<file path="src/rtl/axis_video_pattern_src_pkg.sv">
// Shared types and constants for the AXI4-Stream video pattern source.
package video_axis_pkg;

    localparam int TDATA_W = 32;

    typedef enum logic [1:0] {IDLE, ACTIVE, GAP} state_e;

    typedef enum logic [1:0] {
        BARS  = 2'd0,
        GRAD  = 2'd1,
        CHECK = 2'd2,
        COUNT = 2'd3
    } pattern_e;

    localparam logic [23:0] BAR_WHITE   = 24'hFFFFFF;
    localparam logic [23:0] BAR_YELLOW  = 24'hFFFF00;
    localparam logic [23:0] BAR_CYAN    = 24'h00FFFF;
    localparam logic [23:0] BAR_GREEN   = 24'h00FF00;
    localparam logic [23:0] BAR_MAGENTA = 24'hFF00FF;
    localparam logic [23:0] BAR_RED     = 24'hFF0000;
    localparam logic [23:0] BAR_BLUE    = 24'h0000FF;
    localparam logic [23:0] BAR_BLACK   = 24'h000000;

    localparam int R_LSB = 16;
    localparam int G_LSB = 8;
    localparam int B_LSB = 0;

    function automatic logic [23:0] bar_color(input logic [2:0] idx);
        case (idx)
            3'd0:    bar_color = BAR_WHITE;
            3'd1:    bar_color = BAR_YELLOW;
            3'd2:    bar_color = BAR_CYAN;
            3'd3:    bar_color = BAR_GREEN;
            3'd4:    bar_color = BAR_MAGENTA;
            3'd5:    bar_color = BAR_RED;
            3'd6:    bar_color = BAR_BLUE;
            default: bar_color = BAR_BLACK;
        endcase
    endfunction

endpackage

</file>
<file path="src/rtl/axis_video_pattern_src_if.sv">
// AXI4-Stream video beat bundle: {8'h00, R, G, B} data, SOF on tuser, EOL on tlast.
interface axis_video_if;
    logic [video_axis_pkg::TDATA_W-1:0] tdata;
    logic                               tvalid;
    logic                               tready;
    logic                               tlast;
    logic                               tuser;

    modport master (output tdata, tvalid, tlast, tuser, input tready);
    modport slave  (input tdata, tvalid, tlast, tuser, output tready);
endinterface

</file>
<file path="src/rtl/axis_video_pattern_src_pixel.sv">
// Combinational pixel colour generator for the four test patterns.
module axis_pattern_pixel
    import video_axis_pkg::*;
(
    input  pattern_e    pattern,
    input  logic [7:0]  x,
    input  logic [7:0]  y,
    input  logic [2:0]  bar_idx,
    input  logic [23:0] pix_cnt,
    input  logic [7:0]  frame_idx,
    output logic [23:0] rgb
);

    always_comb begin
        rgb = '0;
        case (pattern)
            BARS:  rgb = bar_color(bar_idx);
            GRAD: begin
                rgb[R_LSB +: 8] = x;
                rgb[G_LSB +: 8] = y;
                rgb[B_LSB +: 8] = frame_idx;
            end
            CHECK: rgb = (x[4] ^ y[4]) ? BAR_BLACK : BAR_WHITE;
            default: rgb = pix_cnt;
        endcase
    end

endmodule

</file>
<file path="src/rtl/axis_video_pattern_src.sv">
// Free-running AXI4-Stream RGB frame source with run control and backpressure support.
module axis_video_pattern_src
    import video_axis_pkg::*;
#(
    parameter int FRAME_W    = 640,
    parameter int FRAME_H    = 480,
    parameter int GAP_CYCLES = 20,
    parameter int CNT_W      = 16
) (
    input  logic             aclk,
    input  logic             aresetn,
    input  logic             start,
    input  logic             stop,
    input  logic [CNT_W-1:0] num_frames,
    input  logic [1:0]       pattern_sel,
    axis_video_if.master     m_axis,
    output logic             busy,
    output logic             frame_done,
    output logic [CNT_W-1:0] frames_sent
);

    localparam int X_W   = ($clog2(FRAME_W) > 8) ? $clog2(FRAME_W) : 8;
    localparam int Y_W   = ($clog2(FRAME_H) > 8) ? $clog2(FRAME_H) : 8;
    localparam int BAR_W = FRAME_W / 8;
    localparam int RUN_W = (BAR_W > 1) ? $clog2(BAR_W) : 1;
    localparam int GAP_W = $clog2(GAP_CYCLES + 2);

    localparam logic [X_W-1:0]   X_LAST   = X_W'(FRAME_W - 1);
    localparam logic [Y_W-1:0]   Y_LAST   = Y_W'(FRAME_H - 1);
    localparam logic [RUN_W-1:0] RUN_LAST = RUN_W'(BAR_W - 1);
    localparam logic [GAP_W-1:0] GAP_LOAD = GAP_W'((GAP_CYCLES > 0) ? GAP_CYCLES - 1 : 0);

    state_e             state_q, state_d;
    logic [X_W-1:0]     x_q, x_d;
    logic [Y_W-1:0]     y_q, y_d;
    logic [RUN_W-1:0]   run_q, run_d;
    logic [2:0]         bar_q, bar_d;
    logic [23:0]        cnt_q, cnt_d;
    pattern_e           pat_q, pat_d;
    logic [CNT_W-1:0]   num_q, num_d;
    logic [CNT_W-1:0]   sent_q, sent_d;
    logic               stop_pend_q, stop_pend_d;
    logic [GAP_W-1:0]   gap_q, gap_d;
    logic               tvalid_q, tvalid_d;
    logic [TDATA_W-1:0] tdata_q, tdata_d;
    logic               tlast_q, tlast_d;
    logic               tuser_q, tuser_d;
    logic               busy_q, busy_d;
    logic               done_q, done_d;

    logic               accept, last_x, last_y, load_sof, load_next;
    logic [CNT_W-1:0]   sent_inc;
    logic [23:0]        rgb;

    assign accept   = tvalid_q & m_axis.tready;
    assign last_x   = (x_q == X_LAST);
    assign last_y   = (y_q == Y_LAST);
    assign sent_inc = sent_q + CNT_W'(1);

    always_comb begin
        state_d     = state_q;
        num_d       = num_q;
        sent_d      = sent_q;
        stop_pend_d = stop_pend_q;
        gap_d       = gap_q;
        tvalid_d    = tvalid_q;
        busy_d      = busy_q;
        done_d      = 1'b0;
        load_sof    = 1'b0;
        load_next   = 1'b0;
        case (state_q)
            IDLE: begin
                if (start) begin
                    num_d       = num_frames;
                    sent_d      = '0;
                    stop_pend_d = 1'b0;
                    busy_d      = 1'b1;
                    tvalid_d    = 1'b1;
                    load_sof    = 1'b1;
                    state_d     = ACTIVE;
                end
            end
            ACTIVE: begin
                if (stop) stop_pend_d = 1'b1;
                if (accept) begin
                    if (last_x && last_y) begin
                        done_d = 1'b1;
                        sent_d = sent_inc;
                        // A stop landing on the final beat still ends the run here.
                        if (((num_q != '0) && (sent_inc == num_q)) || stop_pend_q || stop) begin
                            state_d  = IDLE;
                            tvalid_d = 1'b0;
                            busy_d   = 1'b0;
                        end else if (GAP_CYCLES > 0) begin
                            state_d  = GAP;
                            tvalid_d = 1'b0;
                            gap_d    = GAP_LOAD;
                        end else begin
                            load_sof = 1'b1;
                        end
                    end else begin
                        load_next = 1'b1;
                    end
                end
            end
            GAP: begin
                if (stop) begin
                    state_d = IDLE;
                    busy_d  = 1'b0;
                end else if (gap_q == '0) begin
                    state_d  = ACTIVE;
                    tvalid_d = 1'b1;
                    load_sof = 1'b1;
                end else begin
                    gap_d = gap_q - GAP_W'(1);
                end
            end
            default: state_d = IDLE;
        endcase
    end

    // Coordinates of the beat being formed; bar index advances off a run counter.
    always_comb begin
        x_d   = x_q;
        y_d   = y_q;
        run_d = run_q;
        bar_d = bar_q;
        cnt_d = cnt_q;
        pat_d = pat_q;
        if (load_sof) begin
            x_d   = '0;
            y_d   = '0;
            run_d = '0;
            bar_d = '0;
            cnt_d = '0;
            pat_d = pattern_e'(pattern_sel);
        end else if (load_next) begin
            cnt_d = cnt_q + 24'd1;
            if (last_x) begin
                x_d   = '0;
                y_d   = y_q + Y_W'(1);
                run_d = '0;
                bar_d = '0;
            end else begin
                x_d = x_q + X_W'(1);
                if (run_q == RUN_LAST) begin
                    run_d = '0;
                    bar_d = bar_q + 3'd1;
                end else begin
                    run_d = run_q + RUN_W'(1);
                end
            end
        end
    end

    axis_pattern_pixel u_pixel (
        .pattern   (pat_d),
        .x         (x_d[7:0]),
        .y         (y_d[7:0]),
        .bar_idx   (bar_d),
        .pix_cnt   (cnt_d),
        .frame_idx (sent_d[7:0]),
        .rgb       (rgb)
    );

    always_comb begin
        tdata_d = tdata_q;
        tuser_d = tuser_q;
        tlast_d = tlast_q;
        if (load_sof || load_next) begin
            tdata_d = {8'h00, rgb};
            tuser_d = load_sof;
            tlast_d = (x_d == X_LAST);
        end
    end

    always_ff @(posedge aclk) begin
        if (!aresetn) begin
            state_q     <= IDLE;
            x_q         <= '0;
            y_q         <= '0;
            run_q       <= '0;
            bar_q       <= '0;
            cnt_q       <= '0;
            pat_q       <= BARS;
            num_q       <= '0;
            sent_q      <= '0;
            stop_pend_q <= 1'b0;
            gap_q       <= '0;
            tvalid_q    <= 1'b0;
            tdata_q     <= '0;
            tlast_q     <= 1'b0;
            tuser_q     <= 1'b0;
            busy_q      <= 1'b0;
            done_q      <= 1'b0;
        end else begin
            state_q     <= state_d;
            x_q         <= x_d;
            y_q         <= y_d;
            run_q       <= run_d;
            bar_q       <= bar_d;
            cnt_q       <= cnt_d;
            pat_q       <= pat_d;
            num_q       <= num_d;
            sent_q      <= sent_d;
            stop_pend_q <= stop_pend_d;
            gap_q       <= gap_d;
            tvalid_q    <= tvalid_d;
            tdata_q     <= tdata_d;
            tlast_q     <= tlast_d;
            tuser_q     <= tuser_d;
            busy_q      <= busy_d;
            done_q      <= done_d;
        end
    end

    assign m_axis.tdata  = tdata_q;
    assign m_axis.tvalid = tvalid_q;
    assign m_axis.tlast  = tlast_q;
    assign m_axis.tuser  = tuser_q;
    assign busy          = busy_q;
    assign frame_done    = done_q;
    assign frames_sent   = sent_q;

endmodule

</file>
<file path="src/flat_wrapper.sv">
// flat-port wrapper written by rule: the top's interface ports become plain ports
module axis_video_pattern_src_flat import video_axis_pkg::*;
#(
    parameter int FRAME_W    = 640,
    parameter int FRAME_H    = 480,
    parameter int GAP_CYCLES = 20,
    parameter int CNT_W      = 16
)
  (aclk, aresetn, start, stop, num_frames, pattern_sel, busy, frame_done, frames_sent, m_axis_tdata, m_axis_tvalid, m_axis_tlast, m_axis_tuser, m_axis_tready);
  axis_video_if m_axis_i ();
  input  logic aclk;
  input  logic aresetn;
  input  logic start;
  input  logic stop;
  input  logic [CNT_W-1:0] num_frames;
  input  logic [1:0] pattern_sel;
  output logic busy;
  output logic frame_done;
  output logic [CNT_W-1:0] frames_sent;
  output wire logic [$bits(m_axis_i.tdata)-1:0] m_axis_tdata;
  output wire logic [$bits(m_axis_i.tvalid)-1:0] m_axis_tvalid;
  output wire logic [$bits(m_axis_i.tlast)-1:0] m_axis_tlast;
  output wire logic [$bits(m_axis_i.tuser)-1:0] m_axis_tuser;
  input wire logic [$bits(m_axis_i.tready)-1:0] m_axis_tready;
  assign m_axis_tdata = m_axis_i.tdata;
  assign m_axis_tvalid = m_axis_i.tvalid;
  assign m_axis_tlast = m_axis_i.tlast;
  assign m_axis_tuser = m_axis_i.tuser;
  assign m_axis_i.tready = m_axis_tready;
  axis_video_pattern_src #(.FRAME_W(FRAME_W), .FRAME_H(FRAME_H), .GAP_CYCLES(GAP_CYCLES), .CNT_W(CNT_W)) u_core (.aclk(aclk), .aresetn(aresetn), .start(start), .stop(stop), .num_frames(num_frames), .pattern_sel(pattern_sel), .m_axis(m_axis_i), .busy(busy), .frame_done(frame_done), .frames_sent(frames_sent));
endmodule
</file>
<file path="config.mk">
export PLATFORM = sky130hd
export DESIGN_NAME = axis_video_pattern_src_flat
export DESIGN_NICKNAME = d
export VERILOG_FILES = /design/src/rtl/axis_video_pattern_src_pkg.sv /design/src/rtl/axis_video_pattern_src_if.sv /design/src/rtl/axis_video_pattern_src_pixel.sv /design/src/rtl/axis_video_pattern_src.sv /design/src/flat_wrapper.sv
export SDC_FILE = /design/constraint.sdc
export NUM_CORES = 1
export LEC_CHECK = 0
export BUFFER_PORTS_ARGS = -buffer_cell sky130_fd_sc_hd__buf_2
export CORE_AREA = 2 2 158 160
export CTS_BUF_LIST = sky130_fd_sc_hd__clkbuf_16
export DETAILED_ROUTE_END_ITERATION = 6
export DIE_AREA = 0 0 160 162
export SYNTH_ARGS = -nofsm -noshare
export SYNTH_HDL_FRONTEND = slang
export SYNTH_HIERARCHICAL = 1
export SYNTH_SLANG_ARGS = --single-unit
export TNS_END_PERCENT = 10
</file>
<file path="constraint.sdc">
create_clock -name aclk -period 3.59 [get_ports aclk]
set_input_delay 0.718 -clock aclk [delete_from_list [all_inputs] [get_ports aclk]]
set_output_delay 0.718 -clock aclk [all_outputs]
set_load 0.02 [all_outputs]
</file>
==> results.tsv, run 1 <==
stage	metric	value	unit
synth	synth_area_per_cell	7.59	um2
synth	synth_top_flop_cell	dfxtp_1	
clock_network	cts_buffers	17	
clock_network	ctsHtreeMaxLevel	4	
floorplanning	dieHeight	162	um
run	max_cap_violations	0	
setup_path	worst_r2r_path_depth	15	
setup_path	r2r-start	u_core/x_q[0]$_SDFF_PN0_	
clock_network	postCtsResizedCells	0	
place	dpl_worst_slack	0.314	ns
grt	grt_remaining_overflow	0	
setup_path	startpoint	u_core/x_q[0]$_SDFF_PN0_	
clock_network	cts_tree	yes	
pwr	peakVddDrop	0.280	mV
min_path	hp-class	flip-flop to flip-flop	
setup_path	critPathCaptureType	flip-flop	
sta	worstMarginPinSlew	0.956	ns
sta	drv_slew	0	
setup_path	required	3.93	ns
setup_path	crit_path_max_fanout	20	
grt	antenna_found_initial	0	
pwr	p_seq_share	35.2	%
sta	setup_violations	0	
synth	yosysWarnings	6	
route	via_count	6561	
sta	rsz0062_at_grt	false	
route	ant_nets	0	
synth	synth_edf_count	0	
sta	slew_headroom	36.0	%
cells_and_area	drive_gt1_share	16.2	%
pwr	power.switching	1.42	mW
clock_network	cts_setup_buffers	0	
sta	post-route-period-util	89.2	%
cells_and_area	area_growth	17.6	%
setup_path	reg2reg_to	u_core/m_axis.tdata[8]$_SDFFE_PN0P_	
sta	layout_min_cycle_time	3.20	ns
pwr	p_per_area	525	nW/um2
synth	ys_ff_latch	124	
cells_and_area	antenna_cells	0	
cells_and_area	final_cell_mix	nand2_1, nor2_1, dfxtp_1	
sta	hold_viol	0	
sta	tns	0	ns
route	viasPerCell	4.92	
place	gp_congestion	0.837	
place	io_buffers	67	
grt	grt_max_degree	34	
floorplanning	coreArea	24100	um2
route	wl	19600	um
route	drc_errors	0	
floorplanning	die_x	160	um
clock_network	cts_sinks	124	
floorplanning	rows	57	
pwr	intPower	3.00	mW
clock_network	clk_latency	0.42	ns
route	drtIter0Drc	455	
clock_network	ctsLongestPathBuffers	2	
setup_path	arrival	3.54	ns
setup_path	path_class	flip-flop to flip-flop	
grt	grt_usage	15.3	%
floorplanning	ioPinCount	76	
sta	setup_slack	0.389	ns
clock_network	clkTransAtPathRegs	0.06	ns
synth	synthArstFlopShare	0	%
synth	ys_seq_area_share	34.7	%
synth	netlist_instances	944	
floorplanning	dieArea	25900	um2
place	dp_hpwl	13900	um
synth	syn_area	7160	um2
sta	fmax	312	MHz
grt	grt_pass1_wl	32200	um
synth	synth.distinct_cells	68	
pwr	switching_share	32.2	%
pwr	p_comb_share	23.7	%
route	wl_per_cell	14.7	um
pwr	p_leak	3.26	nW
sta	hold_ws	0.450	ns
pwr	p_clk_share	41.1	%
status	status	finished clean	
clock_network	cts-hold-fix-buffers	0	
cells_and_area	layout_commonest_cell	nand2_1	
grt	grt_pass1_vias	6299	
setup_path	cp-endpoint	u_core/m_axis.tdata[8]$_SDFFE_PN0P_	
setup_path	reg2reg_slack	0.39	ns
cells_and_area	nNetsFinal	1032	
setup_path	start_kind	flip-flop	
sta	finClkSkew	0.00801	ns
route	dr.pass1.iters	5	
floorplanning	start_util	29.7	%
clock_network	cts_root_buf	clkbuf_16	
[synthesized netlist by cell type, drive strengths merged (2+ instances only)]
master | count | share of area, %
nand2b | 33 | 2.9
nor2 | 139 | 7.3
dfxtp | 124 | 35
or4b | 2 | 0.28
a31oi | 4 | 0.35
ha | 12 | 2.1
nor3 | 62 | 5.8
nor2b | 11 | 0.96
or3 | 10 | 1.0
o2bb2ai | 4 | 0.49
nand3b | 2 | 0.21
nand4b | 2 | 0.24
clkbuf | 34 | 1.9
xnor2 | 40 | 4.9
inv | 14 | 0.73
o21ai | 30 | 2.4
o41ai | 5 | 0.82
o31ai | 5 | 0.52
and4 | 6 | 0.73
nor4 | 7 | 0.70
or2 | 4 | 0.35
xor2 | 31 | 3.8
and2 | 13 | 1.2
buf | 27 | 2.7
o2111ai | 3 | 0.37
nor3b | 2 | 0.37
a221oi | 3 | 0.37
nor4b | 4 | 0.49
nand2 | 147 | 7.7
o211ai | 3 | 0.45
nand4 | 16 | 1.8
and3 | 14 | 1.2
a21oi | 88 | 6.3
nand3 | 28 | 2.1
[power groups by stage]
stage                     sequential (mW)  clock (mW)  combinational (mW)
final                                1.56        1.82                1.05
after detailed placement             1.59           0                1.05
after global placement               1.59           0                1.04
after CTS                            1.56        1.85                1.05
after global routing                 1.57        1.92                1.17
after floorplan                      1.66           0               0.672
[sequential cells by signal, summed over array words and instances, names as in the netlist]
name / flops
u_core/y_q: 9
u_core/m_axis.tuser: 1
u_core/bar_q: 3
u_core/m_axis.tdata: 24
u_core/num_q: 16
u_core/m_axis.tlast: 1
u_core/frames_sent: 16
u_core/frame_done: 1
u_core/pat_q: 2
u_core/gap_q: 5
u_core/cnt_q: 24
u_core/run_q: 7
u_core/busy: 1
u_core/state_q: 2
u_core/m_axis.tvalid: 1
u_core/stop_pend_q: 1
u_core/x_q: 10
[stage by stage]
| step | cells | total power, mW | util, % | area (um2) |
|---|---|---|---|---|
| 2_1_floorplan | 951 | 2.33 | - | 7190 |
| 3_3_place_gp | 1302 | 2.63 | 32.4 | 7800 |
| 3_5_place_dp | 1302 | 2.63 | 32.4 | 7800 |
| 4_1_cts | 1334 | 4.47 | 34.9 | 8420 |
| 5_1_grt | 1334 | 4.65 | 34.9 | 8420 |
| 6_report | 1334 | 4.42 | 34.9 | 8420 |
[routing by layer]
layer / vias to the layer above / part of all wire [%] / global-route usage, %
li1: 3305 / - / -
met1: 3059 / 46 / 19.6
met2: 180 / 48 / 26.0
met3: 17 / 5.2 / 3.19
met4: 0 / 1.3 / 4.30
met5: - / 0 / 0
[worst max-delay path, stage by stage (launching register included)]
cell and delay [ns]:
dfxtp_1 0.36, ha_1 0.26, and3_1 0.23, nand4_4 0.16
o21ai_1 0.11, buf_12 0.18, nor3_1 0.36, nand3b_1 0.29
nor2_1 0.18, xnor2_1 0.16, nor2_1 0.06, nand2b_1 0.25
a21oi_1 0.14, nor3_2 0.16, nand2_1 0.06, a21oi_1 0.14
[worst min path at each step]
stage                                    startpoint                              endpoint  slack, ns  depth (start not counted)
2_1_floorplan          u_core/gap_q[0]$_SDFFE_PN0P_          u_core/gap_q[0]$_SDFFE_PN0P_       0.44                          1
3_3_place_gp   u_core/m_axis.tdata[17]$_SDFFE_PN0P_  u_core/m_axis.tdata[17]$_SDFFE_PN0P_       0.44                          2
3_5_place_dp    u_core/m_axis.tdata[5]$_SDFFE_PN0P_   u_core/m_axis.tdata[5]$_SDFFE_PN0P_       0.44                          2
4_1_cts         u_core/m_axis.tdata[5]$_SDFFE_PN0P_   u_core/m_axis.tdata[5]$_SDFFE_PN0P_       0.45                          2
5_1_grt        u_core/m_axis.tdata[21]$_SDFFE_PN0P_  u_core/m_axis.tdata[21]$_SDFFE_PN0P_       0.47                          2
6_report       u_core/m_axis.tdata[21]$_SDFFE_PN0P_  u_core/m_axis.tdata[21]$_SDFFE_PN0P_       0.45                          2
[kinds of logic after synthesis]
logic type | after synthesis | synth area share (%)
AND/OR/NAND/NOR | 503 | 35.5
AO/OA/AOI/OAI | 156 | 13.5
flip-flops | 124 | 34.7
buffers and inverters | 76 | 5.34
XOR/XNOR | 71 | 8.68
adder cells (fa/ha/maj) | 12 | 2.10
other | 1 | 0.0524
multiplexers | 1 | 0.140
[final cells by class]
| type | count | area (um2) |
|---|---|---|
| fill | 2607 | 15700 |
| multi-input combinational | 751 | 4320 |
| sequential | 124 | 2480 |
| timing repair buffer | 88 | 531 |
| clock buffer | 17 | 425 |
| tap | 324 | 405 |
| clock inverter | 15 | 198 |
| inverter | 15 | 56.3 |
Power figures use the tool's default switching activity.
==> run 2, diff against run 1 <==
CORE_AREA = 2 2 145 175   (was 2 2 158 160)
DIE_AREA = 0 0 147 177   (was 0 0 160 162)
==> run 2 against run 1 <==
  * Sequential power is essentially flat
  * Die area grew 0.38%
  * Final cell count grew 0.45%
  * Critical path type unchanged
  * Critical endpoint is now u_core/m_axis.tdata[2]$_SDFFE_PN0P_
  * Largest cell class unchanged
  * Highest routed layer unchanged
==> results.tsv, run 2 (synthesis gave the netlist of run 1 again) <==
stage	metric	value	unit
sta	tns	0	ns
route	viasPerCell	4.91	
min_path	worstHoldStart	u_core/m_axis.tdata[2]$_SDFFE_PN0P_	
status	status	finished clean	
route	wl_met2	9930	um
floorplanning	dieHeight	177	um
clock_network	ctsLongestPathBuffers	2	
sta	finClkSkew	0.0128	ns
sta	slew_headroom	44.0	%
grt	grt_pass1_wl	32100	um
cells_and_area	final_cell_mix	nand2_1, nor2_1, dfxtp_1	
setup_path	required	3.95	ns
pwr	p_per_area	507	nW/um2
place	gp_congestion	0.849	
route	ant_nets	0	
setup_path	crit_path_max_fanout	16	
route	wl	19800	um
route	wl_met3	717	um
place	io_buffers	67	
sta	rsz0062_at_grt	false	
pwr	p_leak	3.24	nW
clock_network	cts_root_buf	clkbuf_16	
place	dp_hpwl	14200	um
clock_network	clkTransAtPathRegs	0.06	ns
floorplanning	dieArea	26000	um2
clock_network	ctsHtreeMaxLevel	4	
cells_and_area	layout_commonest_cell	nand2_1	
place	dpl_worst_slack	0.286	ns
sta	hold_viol	0	
grt	antenna_found_initial	0	
floorplanning	coreArea	24400	um2
sta	setup_slack	0.473	ns
sta	post-route-period-util	86.8	%
sta	drv_slew	0	
setup_path	path_class	flip-flop to flip-flop	
floorplanning	ioPinCount	76	
clock_network	cts_tree	yes	
route	drc_errors	0	
clock_network	clk_latency	0.43	ns
route	dr.pass1.iters	5	
cells_and_area	stdcell_area	8370	um2
cells_and_area	drive_gt1_share	16.8	%
setup_path	arrival	3.48	ns
grt	grt_pass1_vias	6171	
sta	fmax	321	MHz
sta	worstMarginPinSlew	0.838	ns
route	met1_length	8780	um
setup_path	start_kind	flip-flop	
clock_network	cts_buffers	17	
setup_path	startpoint	u_core/state_q[0]$_SDFFE_PN0P_	
route	drtIter0Drc	359	
floorplanning	rows	63	
grt	grt_usage	15.4	%
min_path	hp-class	flip-flop to flip-flop	
route	via_count	6580	
grt	grt_remaining_overflow	0	
clock_network	cts_sinks	124	
cells_and_area	nNetsFinal	1037	
grt	grt_max_degree	50	
sta	layout_min_cycle_time	3.12	ns
sta	setup_violations	0	
cells_and_area	antenna_cells	0	
setup_path	critPathCaptureType	flip-flop	
cells_and_area	area_growth	16.8	%
place	dpl.cell_count	1306	
clock_network	cts-hold-fix-buffers	0	
pwr	peakVddDrop	0.300	mV
setup_path	r2r-start	u_core/state_q[0]$_SDFFE_PN0P_	
floorplanning	die_x	147	um
cells_and_area	fin_cells	1340	
route	maxUsedRoutingLayer	met4	
place	placed_area	7780	um2
route	wl_per_cell	14.8	um
floorplanning	start_util	29.3	%
run	max_cap_violations	0	
## run 2: cell types whose count changed in the layout (fill, tap and decap cells not counted), sizes merged
cell,before,now
inv,18,20
bufinv,4,1
buf,88,93
clkinv,4,5
## run 2: critical path: stages, from the launching register on
cell      delay, ns
dfxtp_1        0.34
inv_1          0.09
ha_1           0.26
inv_1          0.12
nor2_1         0.24
nand2_1        0.11
nand2_1        0.24
nand2_1        0.11
nand2_1        0.36
buf_4          0.28
nand2b_1       0.32
a21oi_1        0.13
nor3_2         0.21
nand2_1        0.08
a21oi_1        0.16
## run 2: what timing repair did
| action | CTS | global route |
|---|---|---|
| setup buffers | 0 | 2 |
| setup endpoints to repair | 0 | 6 |
| gates resized for setup | 0 | 1 |
| hold endpoints to repair | 0 | 0 |
## run 2: per-stage QoR
step	hold slack [ns]	util (%)	power (mW)
after floorplan	0.442	-	2.33
after global placement	0.439	31.9	2.62
after detailed placement	0.445	31.9	2.62
after CTS	0.454	34.2	4.29
after global routing	0.479	34.2	4.47
final	0.450	34.2	4.25
## run 2: path summary, 6_finish.rpt
kind,slack (ns),depth (start not counted),end
worst min-delay path,0.45,2,u_core/m_axis.tdata[2]$_SDFFE_PN0P_
worst max register to register,0.47,14,u_core/m_axis.tdata[2]$_SDFFE_PN0P_
worst max-delay path,0.47,14,u_core/m_axis.tdata[2]$_SDFFE_PN0P_
worst min register to register,0.45,2,u_core/m_axis.tdata[2]$_SDFFE_PN0P_
## run 2: routing by layer
metal	global-route usage, %	vias up
met5	0	-
met3	2.96	18
met2	27.5	139
met1	18.6	3106
li1	-	3317
met4	4.97	0
## run 2: layout make-up
cell class	instances	area, um2
Clock buffer	17	425
Clock inverter	15	139
Timing Repair Buffer	93	531
Tap cell	325	407
Multi-Input combinational cell	751	4330
Inverter	15	56.3
Sequential cell	124	2480
Fill cell	2623	16100
## run 2: power breakdown
group | internal (mW) | switching (mW)
Combinational | 0.349 | 0.686
Sequential | 1.48 | 0.0803
Clock | 0.960 | 0.690
Total | 2.79 | 1.46
==> run 3, diff against run 2 <==
CORE_AREA = 2 2 141 171   (was 2 2 145 175)
DIE_AREA = 0 0 143 173   (was 0 0 147 177)
SYNTH_HIERARCHICAL = unset   (was 1)
==> run 3 against run 2 <==
  * Clock-buffer cell count unchanged
  * Worst hold slack got worse by 0.0032 ns
  * Fmax decreased by 6.9%
  * Utilization increased by 1.2 points
  * Flip-flop and latch count unchanged
  * Sequential share of layout area increased by 0.78 points
  * First-iteration DRC count increased by 56%
  * Critical endpoint is now u_core.gap_q[4]$_SDFFE_PN0P_
  * Largest power group unchanged
==> results.tsv, run 3 <==
stage	metric	value	unit
synth	netlist_instances	855	
synth	synthArstFlopShare	0	%
grt	grt_max_degree	49	
pwr	power.switching	1.53	mW
clock_network	clk_latency	0.42	ns
setup_path	reg2reg_to	u_core.gap_q[4]$_SDFFE_PN0P_	
clock_network	cts_tree	yes	
setup_path	arrival	3.68	ns
sta	setup_violations	0	
pwr	intPower	2.84	mW
setup_path	crit_path_max_fanout	10	
place	dpl.cell_count	1223	
floorplanning	rows	61	
grt	grt_remaining_overflow	0	
setup_path	critPathCaptureType	flip-flop	
pwr	p_per_area	536	nW/um2
synth	synth_area_per_cell	7.96	um2
clock_network	cts_root_buf	clkbuf_16	
clock_network	cts_buffers	17	
clock_network	cts_sinks	124	
sta	tns	0	ns
route	via_count	6713	
clock_network	postCtsResizedCells	0	
route	dr.pass1.iters	5	
cells_and_area	area_growth	19.8	%
route	drc_errors	0	
clock_network	ctsLongestPathBuffers	2	
synth	synth.largest_area_cell	dfxtp_1	
place	io_buffers	67	
cells_and_area	antenna_cells	0	
synth	synth_top_flop_cell	dfxtp_1	
route	wl_per_cell	17.0	um
min_path	hp-class	flip-flop to flip-flop	
grt	grt_usage	17.4	%
min_path	worstHoldStart	u_core.busy$_SDFFE_PN0P_	
place	dp_hpwl	15600	um
cells_and_area	final_cell_mix	dfxtp_1, nand2_1, nor2_1	
setup_path	start_kind	flip-flop	
sta	worstMarginPinSlew	1.07	ns
sta	finClkSkew	0.00831	ns
grt	grt_pass1_wl	34100	um
route	drtIter0Drc	559	
sta	fmax	299	MHz
sta	post-route-period-util	93.3	%
pwr	p_clk_share	37.9	%
sta	hold_viol	0	
setup_path	path_class	flip-flop to flip-flop	
setup_path	r2r-start	u_core.frames_sent[0]$_SDFF_PN0_	
pwr	peakVddDrop	0.255	mV
synth	synth.distinct_cells	75	
clock_network	cts-hold-fix-buffers	0	
setup_path	required	3.92	ns
route	ant_nets	0	
synth	synth_edf_count	0	
floorplanning	coreArea	23000	um2
cells_and_area	fin_cells	1255	
floorplanning	start_util	29.6	%
synth	yosysTopAreaCellShare	36.5	%
floorplanning	die_x	143	um
route	viasPerCell	5.35	
clock_network	clkTransAtPathRegs	0.06	ns
setup_path	reg2reg_slack	0.24	ns
pwr	p_leak	3.02	nW
pwr	switching_share	34.9	%
floorplanning	dieArea	24700	um2
floorplanning	ioPinCount	76	
cells_and_area	nNetsFinal	962	
clock_network	ctsHtreeMaxLevel	4	
run	max_cap_violations	0	
sta	rsz0062_at_grt	false	
sta	drv_slew	0	
floorplanning	dieHeight	173	um
status	status	finished clean	
grt	grt_pass1_vias	6347	
synth	yosys-top-cells-count	dfxtp_1, nand2_1, nor2_1	
synth	synth_area_leaders	dfxtp_1, nand2_1, nor2_1	
setup_path	worst_r2r_path_depth	8	
route	wl	21300	um
min_path	hold_path_end	u_core.busy$_SDFFE_PN0P_	
synth	ys_seq_area_share	36.5	%
cells_and_area	drive_gt1_share	15.3	%
sta	hold_ws	0.447	ns
clock_network	cts_setup_buffers	0	
cells_and_area	layout_commonest_cell	dfxtp_1	
place	gp_congestion	0.937	
synth	ys_ff_latch	124	
min_path	whs_path_depth	2	
synth	yosysWarnings	0	
pwr	p_seq_share	37.2	%
synth	syn_area	6810	um2
sta	layout_min_cycle_time	3.35	ns
sta	slew_headroom	28.6	%
pwr	finalPower	4.37	mW
grt	antenna_found_initial	0	
synth	yosysMostFrequentCell	dfxtp_1	
pwr	p_comb_share	25.0	%
run 3: changes by cell type after synthesis, moves of 13 or more:
cell	previous run	this run
a21oi_1	87	60
nand2_1	146	106
nand2b_1	33	5
nor2_1	138	81
nor3_1	41	28
nor3_2	21	0
o21ai_0	18	51
run 3: per-stage QoR:
stage / area (um2) / setup slack, ns / util, %
floorplan: 6830 / 0.649 / -
global route: 8150 / 0.0254 / 35.5
detailed placement: 7590 / 0.276 / 33.0
CTS: 8150 / 0.251 / 35.5
global placement: 7590 / 0.394 / 33.0
finish: 8150 / 0.242 / 35.5
run 3: power by group through the flow:
stage | Sequential [mW] | Clock (mW) | Combinational, mW
6_report | 1.62 | 1.65 | 1.09
5_1_grt | 1.64 | 1.75 | 1.19
4_1_cts | 1.62 | 1.69 | 1.09
3_5_place_dp | 1.65 | 0 | 1.08
3_3_place_gp | 1.65 | 0 | 1.08
2_1_floorplan | 1.70 | 0 | 0.629
run 3: area by class of cell:
cell class              instances  area, um2
clock buffers                  17        425
clock inverters                15        141
fillers                      2407      14800
inverters                      20       75.1
multi-input cells             664       4040
flip-flops and latches        124       2480
well taps                     315        394
repair buffers                100        596
run 3: per-layer routing:
metal	wire length, um	share of wire [%]	track usage, %
met2	9900	46	27.2
met3	1220	5.7	3.21
met1	9520	45	23.0
met4	685	3.2	8.37
met5	0	0	0
run 3: worst max-delay path by stage:
stage,endpoint,start
floorplan,u_core.gap_q[1]$_SDFFE_PN0P_,u_core.frames_sent[1]$_SDFF_PN0_
global placement,u_core.gap_q[4]$_SDFFE_PN0P_,u_core.frames_sent[0]$_SDFF_PN0_
detailed placement,u_core.gap_q[4]$_SDFFE_PN0P_,u_core.frames_sent[0]$_SDFF_PN0_
CTS,u_core.gap_q[4]$_SDFFE_PN0P_,u_core.frames_sent[0]$_SDFF_PN0_
global route,u_core.gap_q[4]$_SDFFE_PN0P_,u_core.frames_sent[0]$_SDFF_PN0_
finish,u_core.gap_q[4]$_SDFFE_PN0P_,u_core.frames_sent[0]$_SDFF_PN0_
run 3: cells by family (layout without fill, tap and decap cells):
group,after synthesis,after routing,share of synthesized area (%)
AO/OA/AOI/OAI,229,229,22.5
XOR/XNOR,55,55,7.30
adder cells (fa/ha/maj),12,12,2.21
buffers and inverters,74,152,4.71
flip-flops,124,124,36.5
multiplexers,8,8,1.19
other,1,8,0.0551
AND/OR/NAND/NOR,352,352,25.6
run 3: worst max-delay path: stages (launching register included):
cell and delay (ns):
dfxtp_1 0.53, ha_1 0.31, nand3_1 0.12, or3_4 0.43, or3_1 0.38, a211o_1 0.35
o41ai_1 0.70, a211oi_1 0.19, a211oi_1 0.26
